===== config.mk =====
export PLATFORM = sky130hd
export DESIGN_NAME = replacement_ctrl
export DESIGN_NICKNAME = d
export VERILOG_FILES = /design/src/rtl/replacement_ctrl_pkg.sv /design/src/rtl/rep_sat_counter.sv /design/src/rtl/replacement_ctrl.sv
export SDC_FILE = /design/constraint.sdc
export NUM_CORES = 1
export LEC_CHECK = 0
export CELL_PAD_IN_SITES_DETAIL_PLACEMENT = 2
export CELL_PAD_IN_SITES_GLOBAL_PLACEMENT = 2
export CORE_UTILIZATION = 27
export CTS_BUF_LIST = sky130_fd_sc_hd__clkbuf_4 sky130_fd_sc_hd__clkbuf_8
export CTS_CLUSTER_SIZE = 40
export DETAILED_ROUTE_END_ITERATION = 7
export PLACE_DENSITY = 0.82
export SLEW_MARGIN = 10
export SYNTH_ARGS = -nofsm -noshare
export SYNTH_HDL_FRONTEND = slang
export SYNTH_SLANG_ARGS = --single-unit

===== constraint.sdc =====
create_clock -name i_clk -period 2.9 [get_ports i_clk]
set_clock_uncertainty 0.2 [all_clocks]
set_input_delay 0.725 -clock i_clk [delete_from_list [all_inputs] [get_ports i_clk]]
set_output_delay 0.725 -clock i_clk [all_outputs]
set_load 0.005 [all_outputs]

===== src/rtl/replacement_ctrl_pkg.sv =====
// Shared types for the replacement-policy sequencer.
//   ctrl_state_e : controller FSM states (idle, hit update, refill wait, miss update)
package replacement_ctrl_pkg;

    typedef enum logic [1:0] {
        StIdle    = 2'd0,
        StHitUpd  = 2'd1,
        StMissReq = 2'd2,
        StMissUpd = 2'd3
    } ctrl_state_e;

endpackage


===== src/rtl/rep_sat_counter.sv =====
// Saturating event counter with synchronous clear.
//   i_clk, i_reset : clock, asynchronous active-high reset
//   i_inc          : count one event this cycle
//   i_clr          : synchronous clear, wins over a same-cycle increment
//   o_cnt          : current count, sticks at all-ones
module rep_sat_counter #(
    parameter int unsigned CNT_W = 32
) (
    input  logic             i_clk,
    input  logic             i_reset,
    input  logic             i_inc,
    input  logic             i_clr,
    output logic [CNT_W-1:0] o_cnt
);

    logic [CNT_W-1:0] r_cnt;
    logic [CNT_W-1:0] w_cnt_d;

    always_comb begin
        w_cnt_d = r_cnt;
        if (i_clr) begin
            w_cnt_d = '0;
        end else if (i_inc && (r_cnt != {CNT_W{1'b1}})) begin
            w_cnt_d = r_cnt + CNT_W'(1);
        end
    end

    always_ff @(posedge i_clk or posedge i_reset) begin
        if (i_reset) begin
            r_cnt <= '0;
        end else begin
            r_cnt <= w_cnt_d;
        end
    end

    assign o_cnt = r_cnt;

endmodule


===== src/rtl/replacement_ctrl.sv =====
// Replacement-policy sequencer: sits between tag compare and the policy block.
// Hits mark the hit way MRU; misses capture the policy victim, request a refill and
// mark the victim MRU once the refill is acknowledged. Also keeps hit/miss statistics.
//   i_clk, i_reset        : clock, asynchronous active-high reset
//   i_req_valid/line/way_hit, o_req_ready : lookup result handshake (way_hit==0 is a miss)
//   o_pol_write_en/line_addr/way_hit      : policy state update port
//   i_pol_way_sel/_bin    : policy victim for o_pol_line_addr (one-hot / binary)
//   o_refill_req/line/way, i_refill_ack   : back-end refill handshake
//   o_hit_err             : sticky flag, a lookup reported more than one hit way
//   i_cnt_clr, o_hit_cnt, o_miss_cnt      : saturating statistics counters
module replacement_ctrl
    import replacement_ctrl_pkg::*;
#(
    parameter int unsigned N_WAYS     = 8,
    parameter int unsigned LINE_OFF_W = 7,
    parameter int unsigned NWAY_W     = $clog2(N_WAYS),
    parameter int unsigned CNT_W      = 32
) (
    input  logic                  i_clk,
    input  logic                  i_reset,
    input  logic                  i_req_valid,
    input  logic [LINE_OFF_W-1:0] i_req_line,
    input  logic [N_WAYS-1:0]     i_way_hit,
    output logic                  o_req_ready,
    output logic                  o_pol_write_en,
    output logic [LINE_OFF_W-1:0] o_pol_line_addr,
    output logic [N_WAYS-1:0]     o_pol_way_hit,
    input  logic [N_WAYS-1:0]     i_pol_way_sel,
    input  logic [NWAY_W-1:0]     i_pol_way_sel_bin,
    output logic                  o_refill_req,
    output logic [LINE_OFF_W-1:0] o_refill_line,
    output logic [NWAY_W-1:0]     o_refill_way,
    input  logic                  i_refill_ack,
    output logic                  o_hit_err,
    input  logic                  i_cnt_clr,
    output logic [CNT_W-1:0]      o_hit_cnt,
    output logic [CNT_W-1:0]      o_miss_cnt
);

    ctrl_state_e             r_state, w_state_d;
    logic [LINE_OFF_W-1:0]   r_line;
    logic [N_WAYS-1:0]       r_way_oh;
    logic [NWAY_W-1:0]       r_way_bin;
    logic                    r_hit_err;

    logic w_accept;
    logic w_is_hit;
    logic w_multi_hit;

    assign w_accept    = (r_state == StIdle) && i_req_valid;
    assign w_is_hit    = |i_way_hit;
    // Clearing the lowest set bit leaves something only if more than one bit was set.
    assign w_multi_hit = |(i_way_hit & (i_way_hit - N_WAYS'(1)));

    // Next-state logic and outputs.
    always_comb begin
        w_state_d       = r_state;
        o_req_ready     = 1'b0;
        o_pol_write_en  = 1'b0;
        o_pol_way_hit   = '0;
        o_refill_req    = 1'b0;
        // Outside idle the policy keeps looking at the stored line so a victim read stays
        // coherent with the line being updated.
        o_pol_line_addr = r_line;

        unique case (r_state)
            StIdle: begin
                o_req_ready     = 1'b1;
                o_pol_line_addr = i_req_line;
                if (i_req_valid) begin
                    w_state_d = w_is_hit ? StHitUpd : StMissReq;
                end
            end
            StHitUpd: begin
                o_pol_write_en = 1'b1;
                o_pol_way_hit  = r_way_oh;
                w_state_d      = StIdle;
            end
            StMissReq: begin
                o_refill_req = 1'b1;
                if (i_refill_ack) begin
                    w_state_d = StMissUpd;
                end
            end
            StMissUpd: begin
                o_pol_write_en = 1'b1;
                o_pol_way_hit  = r_way_oh;
                w_state_d      = StIdle;
            end
            default: begin
                w_state_d = StIdle;
            end
        endcase
    end

    // Refill address is only meaningful while the request is up.
    assign o_refill_line = o_refill_req ? r_line : '0;
    assign o_refill_way  = o_refill_req ? r_way_bin : '0;
    assign o_hit_err     = r_hit_err;

    always_ff @(posedge i_clk or posedge i_reset) begin
        if (i_reset) begin
            r_state   <= StIdle;
            r_line    <= '0;
            r_way_oh  <= '0;
            r_way_bin <= '0;
            r_hit_err <= 1'b0;
        end else begin
            r_state <= w_state_d;
            if (w_accept) begin
                r_line <= i_req_line;
                if (w_is_hit) begin
                    // Multi-hot vectors are forwarded unchanged; only the flag records them.
                    r_way_oh <= i_way_hit;
                end else begin
                    r_way_oh  <= i_pol_way_sel;
                    r_way_bin <= i_pol_way_sel_bin;
                end
            end
            if (w_accept && w_multi_hit) begin
                r_hit_err <= 1'b1;
            end
        end
    end

    rep_sat_counter #(
        .CNT_W (CNT_W)
    ) u_hit_cnt (
        .i_clk   (i_clk),
        .i_reset (i_reset),
        .i_inc   (w_accept && w_is_hit),
        .i_clr   (i_cnt_clr),
        .o_cnt   (o_hit_cnt)
    );

    rep_sat_counter #(
        .CNT_W (CNT_W)
    ) u_miss_cnt (
        .i_clk   (i_clk),
        .i_reset (i_reset),
        .i_inc   (w_accept && !w_is_hit),
        .i_clr   (i_cnt_clr),
        .o_cnt   (o_miss_cnt)
    );

endmodule


# Word-level counts from Yosys, hierarchy flattened
# Index checks and enable logic that the tools add are counted.
[word_totals] reg_bits=85 in_bits=31 out_inout_bits=93 elab_cells=50
[classes] addsub=3 n_eq_ne=7 mux=16 bitwise=2 reduce_logical=15
[op_table] op="$mux 32" n=4
[op_table] op="$add 32x1->32 const B" n=2
[op_table] op="$ne 32x32->1 const B" n=2
[op_table] op="$mux 8" n=2
[op_table] op="$reduce_or 8->1" n=2
[op_table] op="$mux 7" n=2
[op_table] op="$and 8x8->8" n=1
[op_table] op="$sub 8x1->8 const B" n=1
[op_table] op="$logic_and 1x1->1" n=6
[op_table] op="$mux 2" n=3
[op_table] op="$pmux 2 s3" n=1
[op_table] op="$eq 2x2->1 const B" n=2
[op_table] op="$ne 2x2->1 const B" n=2
[op_table] op="$reduce_and 2->1" n=2
[op_table] op="$reduce_bool 2->1" n=2
[op_table] op="$mux 1" n=3
[op_table] op="$mux 3" n=1
[op_table] op="$eq 2x1->1 const B" n=1
[op_table] op="$logic_not 2->1" n=1
[op_table] op="$reduce_or 2->1" n=1
[op_table] op="$logic_not 1->1" n=1
[op_table] op="$not 1->1" n=1

# Logic depth before layout (Yosys ltp)
# Gate-level depths: netlist (run 1).
[depth] depth_word=6 depth_mapped=8 ltp_nobuf=6

# Hierarchy
# From an unflattened synthesis (run 1), not the netlist that was laid out.
[hier_totals] hier_cells=495 area_unflattened_um2=4727.0
[by_module_without_submodules] module="rep_sat_counter (u_hit_cnt)" instances=1 cells_each=195 area_per_inst_um2=1826.8
[by_module_without_submodules] module="rep_sat_counter (u_miss_cnt)" instances=1 cells_each=186 area_per_inst_um2=1740.4
[by_module_without_submodules] module="replacement_ctrl" instances=1 cells_each=114 area_per_inst_um2=1159.9

# Least setup slack after synthesis (run 1)
# No wires, ideal clock.
[synth_timing] kind="input to register" from="input port i_way_hit[3]" to="register u_miss_cnt.r_cnt[29] (netlist: u_miss_cnt.o_cnt[29])" arrival_time_ns=2.634 setup_slack_ns=-0.059 stages=7 path_cell_list="or4_1 > clkbuf_1 > nor4_2 > buf_2 > nand4_1 > nor3_1 > mux2_2"
[synth_between] elab_chain_cells=5
[synth_lines] element="start: declaration" line="replacement_ctrl.sv:23" rtl="input logic [N_WAYS-1:0] i_way_hit,"
[synth_lines] element="$reduce_or 8->1" line="replacement_ctrl.sv:51" rtl="assign w_is_hit = |i_way_hit;"
[synth_lines] element="$logic_not 1->1" line="replacement_ctrl.sv:141" rtl=".i_inc (w_accept && !w_is_hit),"
[synth_lines] element="$logic_and 1x1->1" line="replacement_ctrl.sv:141"
[synth_lines] element="$logic_and 1x1->1" line="rep_sat_counter.sv:23" rtl="end else if (i_inc && (r_cnt != {CNT_W{1'b1}})) begin"
[synth_lines] element="$reduce_bool 2->1 (no source line)"
[synth_lines] element="end signal: assignment" line="rep_sat_counter.sv:32" rtl="r_cnt <= w_cnt_d;"
[synth_lines] element="end: declaration" line="rep_sat_counter.sv:16" rtl="logic [CNT_W-1:0] r_cnt;"
# No other way between the ends.
# A chain may end at the register's enable or synchronous reset.

# Worst setup path in the final report (run 1)
[layout_timing] from="input port i_req_valid" to="register u_miss_cnt.r_cnt[28] (netlist: u_miss_cnt.o_cnt[28])"
[layout_between] elab_chain_cells=4
[layout_lines] element="start: declaration" line="replacement_ctrl.sv:21" rtl="input logic i_req_valid,"
[layout_lines] element="$logic_and 1x1->1" line="replacement_ctrl.sv:50" rtl="assign w_accept = (r_state == StIdle) && i_req_valid;"
[layout_lines] element="$logic_and 1x1->1" line="replacement_ctrl.sv:141"
[layout_lines] element="$logic_and 1x1->1" line="rep_sat_counter.sv:23"
[layout_lines] element="$reduce_bool 2->1 (no source line)"
# No other way between the ends.

==> results of run 1 <==
power by group through the flow:
stage	Combinational, mW	Clock [mW]	Sequential [mW]
floorplan	0.125	0	1.26
global placement	0.284	0	1.26
detailed placement	0.297	0	1.27
CTS	0.309	0.848	1.24
global route	0.339	0.898	1.25
finish	0.310	0.821	1.24
flip-flops by register name (all words and copies together), names as in the netlist:
register and flops:
r_way_bin 3, u_miss_cnt.o_cnt 32, o_hit_err 1, r_state 2, r_line 7, r_way_oh 8
u_hit_cnt.o_cnt 32
repair_timing:
action / CTS / global route
pin swaps: 8 / 10
buffers inserted: 10 / 5
gates resized for setup: 18 / 32
setup endpoints to repair: 43 / 48
Yosys cell counts, types with 2 or more instances:
master,number
xor2_1,4
nand3_1,29
o2111ai_1,2
mux2_2,22
nor4_1,4
and4_1,7
o31ai_1,32
or3_1,17
and3_1,5
ha_1,2
nor3_1,11
dfrtp_1,85
nand4_1,18
or3_2,2
buf_2,2
a21oi_1,51
or4_1,33
clkbuf_1,21
o21ai_0,23
inv_1,8
or4_2,2
nor2b_1,9
nand2_1,55
and2_1,23
nor4b_1,2
nor2_1,27
kinds of logic (layout without fill, tap and decap cells):
| logic type | count (synthesis) | in the layout |
|---|---|---|
| xor+xnor | 5 | 5 |
| fa+ha+maj | 3 | 3 |
| simple gates | 251 | 251 |
| flops | 85 | 85 |
| buf+inv | 34 | 216 |
| compound gates | 117 | 117 |
| mux | 23 | 23 |
cells in the final DEF, fill, tap and decap left out, types with 3 or more instances in the layout:
master / count
clkdlybuf4s50_1: 108
dfrtp_1: 83
buf_4: 63
nand2_1: 55
a21oi_1: 47
o31ai_1: 30
nand3_1: 28
or4_1: 27
nor2_1: 26
and2_1: 23
o21ai_0: 23
mux2_2: 22
nand4_1: 18
or3_1: 16
clkbuf_8: 11
dlymetal6s2s_1: 11
nor2b_1: 9
and4_1: 7
or4_4: 7
inv_1: 7
nor3_2: 5
and3_1: 5
nor3_1: 5
a21oi_2: 4
xor2_1: 4
buf_12: 4
dlygate4sd2_1: 3
buf_6: 3
metal layers:
| layer | track usage (%) | vias up | routed length, microns |
|---|---|---|---|
| met4 | 7.43 | 0 | 369 |
| met5 | 0 | - | 0 |
| met1 | 26.5 | 2564 | 7860 |
| met2 | 38.4 | 129 | 9770 |
| li1 | - | 2292 | - |
| met3 | 4.08 | 27 | 869 |
cell type report:
type / count / area [sq um]
clock buffer: 12 / 159
clock inverter: 3 / 21.3
fill: 1927 / 10100
inverter: 8 / 33.8
multi-input combinational: 399 / 2630
sequential: 85 / 2130
tap: 225 / 282
timing repair buffer: 193 / 1840
through the flow:
stage / power (mW) / instances / hold slack, ns
after detailed placement: 1.57 / 896 / 0.267
after floorplan: 1.38 / 518 / 0.230
final: 2.37 / 925 / 0.280
after global placement: 1.55 / 896 / 0.245
after global routing: 2.49 / 925 / 0.310
after CTS: 2.40 / 921 / 0.286
how the worst min path moves through the flow:
stage / start / endpoint / slack (ns) / cells after the start
6_report: r_way_bin[0] / r_way_bin[0] / 0.28 / 2
2_1_floorplan: r_way_bin[0] / r_way_bin[0] / 0.23 / 2
3_5_place_dp: r_way_bin[0] / r_way_bin[0] / 0.27 / 2
4_1_cts: r_way_bin[0] / r_way_bin[0] / 0.29 / 2
3_3_place_gp: r_way_bin[0] / r_way_bin[0] / 0.25 / 2
5_1_grt: r_way_bin[0] / r_way_bin[0] / 0.31 / 2
worst reg2reg max path: stages, from the launching register on:
cell and delay [ns]:
dfrtp_2 0.43, buf_4 0.15, buf_4 0.15, or3b_4 0.45, nor3_2 0.26, nand4_1 0.17
buf_6 0.17, or4_1 0.55, a21oi_2 0.15
==> flow_summary.ini, run 1 <==
[run_status]
status = finished, final reports clean

[sta]
fin_ws_ns = 0.0259
rsz0062_at_grt = yes
drv_slew = 0
finalCriticalPeriod_ns = 2.87
hold_viol = 0
tightest_slew_ns = 0.753
fin_crit_sh_pct = 99.1
setup_viol = 0
fin_tns_setup_ns = 0
clock.fmax_mhz = 348
maxSlewHeadroom_pct = 49.6

[synth]
synth-simple-area-share_pct = 30.2
ys_types = 48
synth_area_leader_cell = dfrtp_1
yosys_warnings = 0
synth_top_area_share_pct = 45.0
yosys-top-cells-area = dfrtp_1, a21oi_1, or4_1
synth-seq-cells = 85
synth-compound-area-share_pct = 14.8
ys.flop_type = dfrtp_1
syn_nets = 551
netlist_instances = 518
synth-xor-area-share_pct = 0.926
yosysSeqAreaShare_pct = 45.0
synth_top_family_by_area = simple AND/OR/NAND/NOR gates
synthMuxAreaShare_pct = 5.45
syn_area_sq_um = 4730
async_flop_share_pct = 100
synth_adder_area_share_pct = 0.741
avgSynthCellArea_sq_um = 9.13
synth-edff-count = 0

[critical_path]
cp_num_cells = 7
slowest_stage = or4_1
endpoint = u_miss_cnt.o_cnt[28]
end_kind = flip-flop
worstSetupStartpointType = input port
cpLargestDelayFamily = simple AND/OR/NAND/NOR gates
worstPathArrival_ns = 2.98
rr_startpoint = r_state[0]
path_max_fanout = 6
crit_start = i_req_valid
cp_cell_sequence = clkdlybuf4s50_1 > or3b_4 > nor3_2 > nand4_1 > buf_6 > or4_1 > a21oi_2
critPathBufInv = 2
critPathMaxStageDelay_ns = 0.55
r2r_end = u_miss_cnt.o_cnt[28]
regToRegSetupSlack_ns = 0.15
reg2reg_depth = 8
path_class = in -> reg
cp.required_ns = 3.01

[clocking]
clock-sinks = 85
cts_max_path_buffers = 2
cts_root_buf = clkbuf_8
holdBufCountCts = 0
path_clk_slew_ns = 0.09
cts.htree.levels = 3
cts_tree = done
clk_latency_ns = 0.37
numCtsBuffers = 9

[final_layout]
diodes = 0
drive_gt1_share_pct = 21.0
finish.instance_area_sq_um = 7090
area_delta_synth_final_pct = 49.9
final_util_pct = 41.3
nNetsFinal = 729

[route]
wire_per_inst_microns = 20.4
wl_mm = 18.9
ant_nets = 0
vias = 5012
drt_iter0_drc = 166
drt_pass1_iterations = 4
drc = 0
vias_per_cell = 5.42

[power]
power.density_nw_per_um2 = 335
p_comb_share_pct = 13.1
seqPwrFrac_pct = 52.3
pwr-share-clk_pct = 34.6
switching_power_uw = 626
p_int_mw = 1.75
power_leakage_nw = 2.82
sw_frac_of_total_pct = 26.4
irDropWorstVdd_v = 0.000215

[placed_design]
portBuffers = 123
place_hpwl_mm = 13.0
gp_congestion = 0.782
place_area_sq_um = 6620
dp_slack_ns = -0.606

[global_routing]
overflow = 0
first_global_vias = 5684
grt_start_max_net_pins = 86
antenna_found_initial = 0
globalRouteTotalUtil_pct = 21.8
grt_pass1_wl_mm = 30.9

[min_path]
holdCritPathClass = reg -> reg

[floorplanning]
coreArea_sq_um = 17200
dieArea_sq_um = 18100
fp.dieH_microns = 134
initial_core_util_pct = 27.5
rows = 48
io_pins = 124
die-width_microns = 134

[flow_run]
cap_violations = 0
(Power assumes the default switching activity.)
==> inputs of run 2 (changes only) <==
Settings changed: CTS_BUF_LIST sky130_fd_sc_hd__clkbuf_4 sky130_fd_sc_hd__clkbuf_8 to sky130_fd_sc_hd__clkbuf_2.
==> run 2 against run 1 <==
Effect of this change:
- sequential share of layout area rose by 0.97 points
- hold slack got worse by 0.052 ns
- setup slack improved by 0.050 ns
- global-route usage fell by 0.67 points
- combinational power fell by 2%
- die area did not move
- maximum frequency rose by 1.8%
==> flow_summary.ini, run 2 (same netlist as run 1, synthesis figures left out) <==
[run_status]
status = finished, final reports clean

[critical_path]
cpLargestDelayFamily = simple AND/OR/NAND/NOR gates
worstSetupStartpointType = input port
cp_cell_sequence = clkdlybuf4s50_1 > or4_1 > buf_4 > nor4_4 > buf_6 > nand3_1 > or4_1 > a21oi_1
critPathBufInv = 3
end_kind = flip-flop
critPathMostFrequentCell = or4_1
cp.required_ns = 3.22
critPathMaxStageDelay_ns = 0.54
path_class = in -> reg
path_max_fanout = 12
slowest_stage = or4_1
worstPathArrival_ns = 3.15

[power]
switching_power_uw = 603
pwr-share-clk_pct = 25.8
power_leakage_nw = 2.69
sw_frac_of_total_pct = 28.8
power.density_nw_per_um2 = 304
p_total_mw = 2.09
irDropWorstVdd_v = 0.000139
seqPwrFrac_pct = 59.7
p_int_mw = 1.49
p_comb_share_pct = 14.5

[sta]
hold_viol = 0
rsz0062_at_grt = yes
fin_ws_ns = 0.0759
setup_viol = 0
maxSlewHeadroom_pct = 54.3
drv_slew = 0
finalCriticalPeriod_ns = 2.82
fin_crit_sh_pct = 97.4
clock.fmax_mhz = 354
tightest_slew_ns = 0.683

[global_routing]
first_global_vias = 5618
grt_start_max_net_pins = 86
antenna_found_initial = 0
grt_pass1_wl_mm = 29.9
globalRouteTotalUtil_pct = 21.1
overflow = 0

[placed_design]
gp_congestion = 0.782
portBuffers = 123
place_hpwl_mm = 13.0
dp_slack_ns = -0.606

[route]
wl_mm = 18.0
drt_iter0_drc = 172
drc = 0
vias = 4936
ant_nets = 0
drt_pass1_iterations = 4
wire_per_inst_microns = 19.4
vias_per_cell = 5.32

[min_path]
holdCritPathClass = in -> reg

[clocking]
cts.htree.levels = 3
path_clk_slew_ns = 0.24
numCtsBuffers = 9
cts_root_buf = clkbuf_2
clock-sinks = 85
clk_latency_ns = 0.57
cts_max_path_buffers = 2
cts_tree = done

[flow_run]
cap_violations = 0

[floorplanning]
initial_core_util_pct = 27.5
die-width_microns = 134
rows = 48
fp.dieH_microns = 134
io_pins = 124
dieArea_sq_um = 18100
coreArea_sq_um = 17200

[final_layout]
drive_gt1_share_pct = 20.7
seqCellArea_sq_um = 2130
diodes = 0
final_common_cell = clkdlybuf4s50_1
mostFrequentLayoutCells = clkdlybuf4s50_1, dfrtp_1, buf_4, nand2_1, a21oi_1
nNetsFinal = 731
multiInputGateArea_sq_um = 2560
fillers = 1975
area_delta_synth_final_pct = 45.3
[run 2: metal layers]
layer | wire [microns] | GRT usage (%)
met1 | 7640 | 25.2
met2 | 9160 | 37.9
met3 | 851 | 4.50
met4 | 309 | 6.37
met5 | 0 | 0
[run 2: worst paths after layout]
path	start	endpoint	slack [ns]	cells after the start
setup / recovery	i_way_hit[3]	u_miss_cnt.o_cnt[25]	0.08	8
hold / removal	i_cnt_clr	u_miss_cnt.o_cnt[31]	0.23	2
setup reg to reg	u_hit_cnt.o_cnt[3]	u_hit_cnt.o_cnt[29]	0.13	5
hold reg to reg	r_way_bin[0]	r_way_bin[0]	0.31	2
max in group asynchronous	i_reset	r_state[1]	1.69	3
min in group asynchronous	i_reset	u_hit_cnt.o_cnt[26]	0.39	3
[run 2: per-stage QoR]
| step | hold WS (ns) | instance area, sq um | instances | util [%] | setup TNS (ns) |
|---|---|---|---|---|---|
| final | 0.228 | 6870 | 927 | 40.0 | 0 |
| after global placement | 0.245 | 6620 | 896 | 38.5 | -20.94 |
| after CTS | 0.170 | 6790 | 921 | 39.6 | -0.0896 |
| after floorplan | 0.230 | 4750 | 518 | - | 0 |
| after global routing | 0.202 | 6870 | 927 | 40.0 | -0.0146 |
| after detailed placement | 0.267 | 6620 | 896 | 38.5 | -25.91 |
[run 2: final cells by class]
class	instances	share of cell area (%)
flip-flops and latches	85	31.0
repair buffers	195	26.1
clock inverters	5	0.419
multi-input cells	399	37.2
inverters	8	0.492
clock buffers	10	0.728
well taps	225	4.10
[run 2: worst register-to-register path, stage by stage (launching register included)]
cell	delay, ns
dfrtp_1	0.55
nand4_4	0.13
or4_1	0.59
or4_4	0.50
or4_1	0.55
a21oi_1	0.19
[run 2: power groups by stage]
stage / sequential, mW / clock, mW / combinational (mW)
3_3_place_gp: 1.26 / 0 / 0.284
5_1_grt: 1.25 / 0.617 / 0.333
3_5_place_dp: 1.27 / 0 / 0.297
2_1_floorplan: 1.26 / 0 / 0.125
4_1_cts: 1.25 / 0.572 / 0.300
6_report: 1.25 / 0.539 / 0.303
[run 2: repair_timing]
item / CTS / global route
hold buffers: 0 / 0
pin swaps: 0 / 4
resized for setup: 60 / 36
endpoints found under the setup margin: 29 / 37
hold endpoints to repair: 0 / 0
buffers inserted: 10 / 7
cloned: 1 / 0
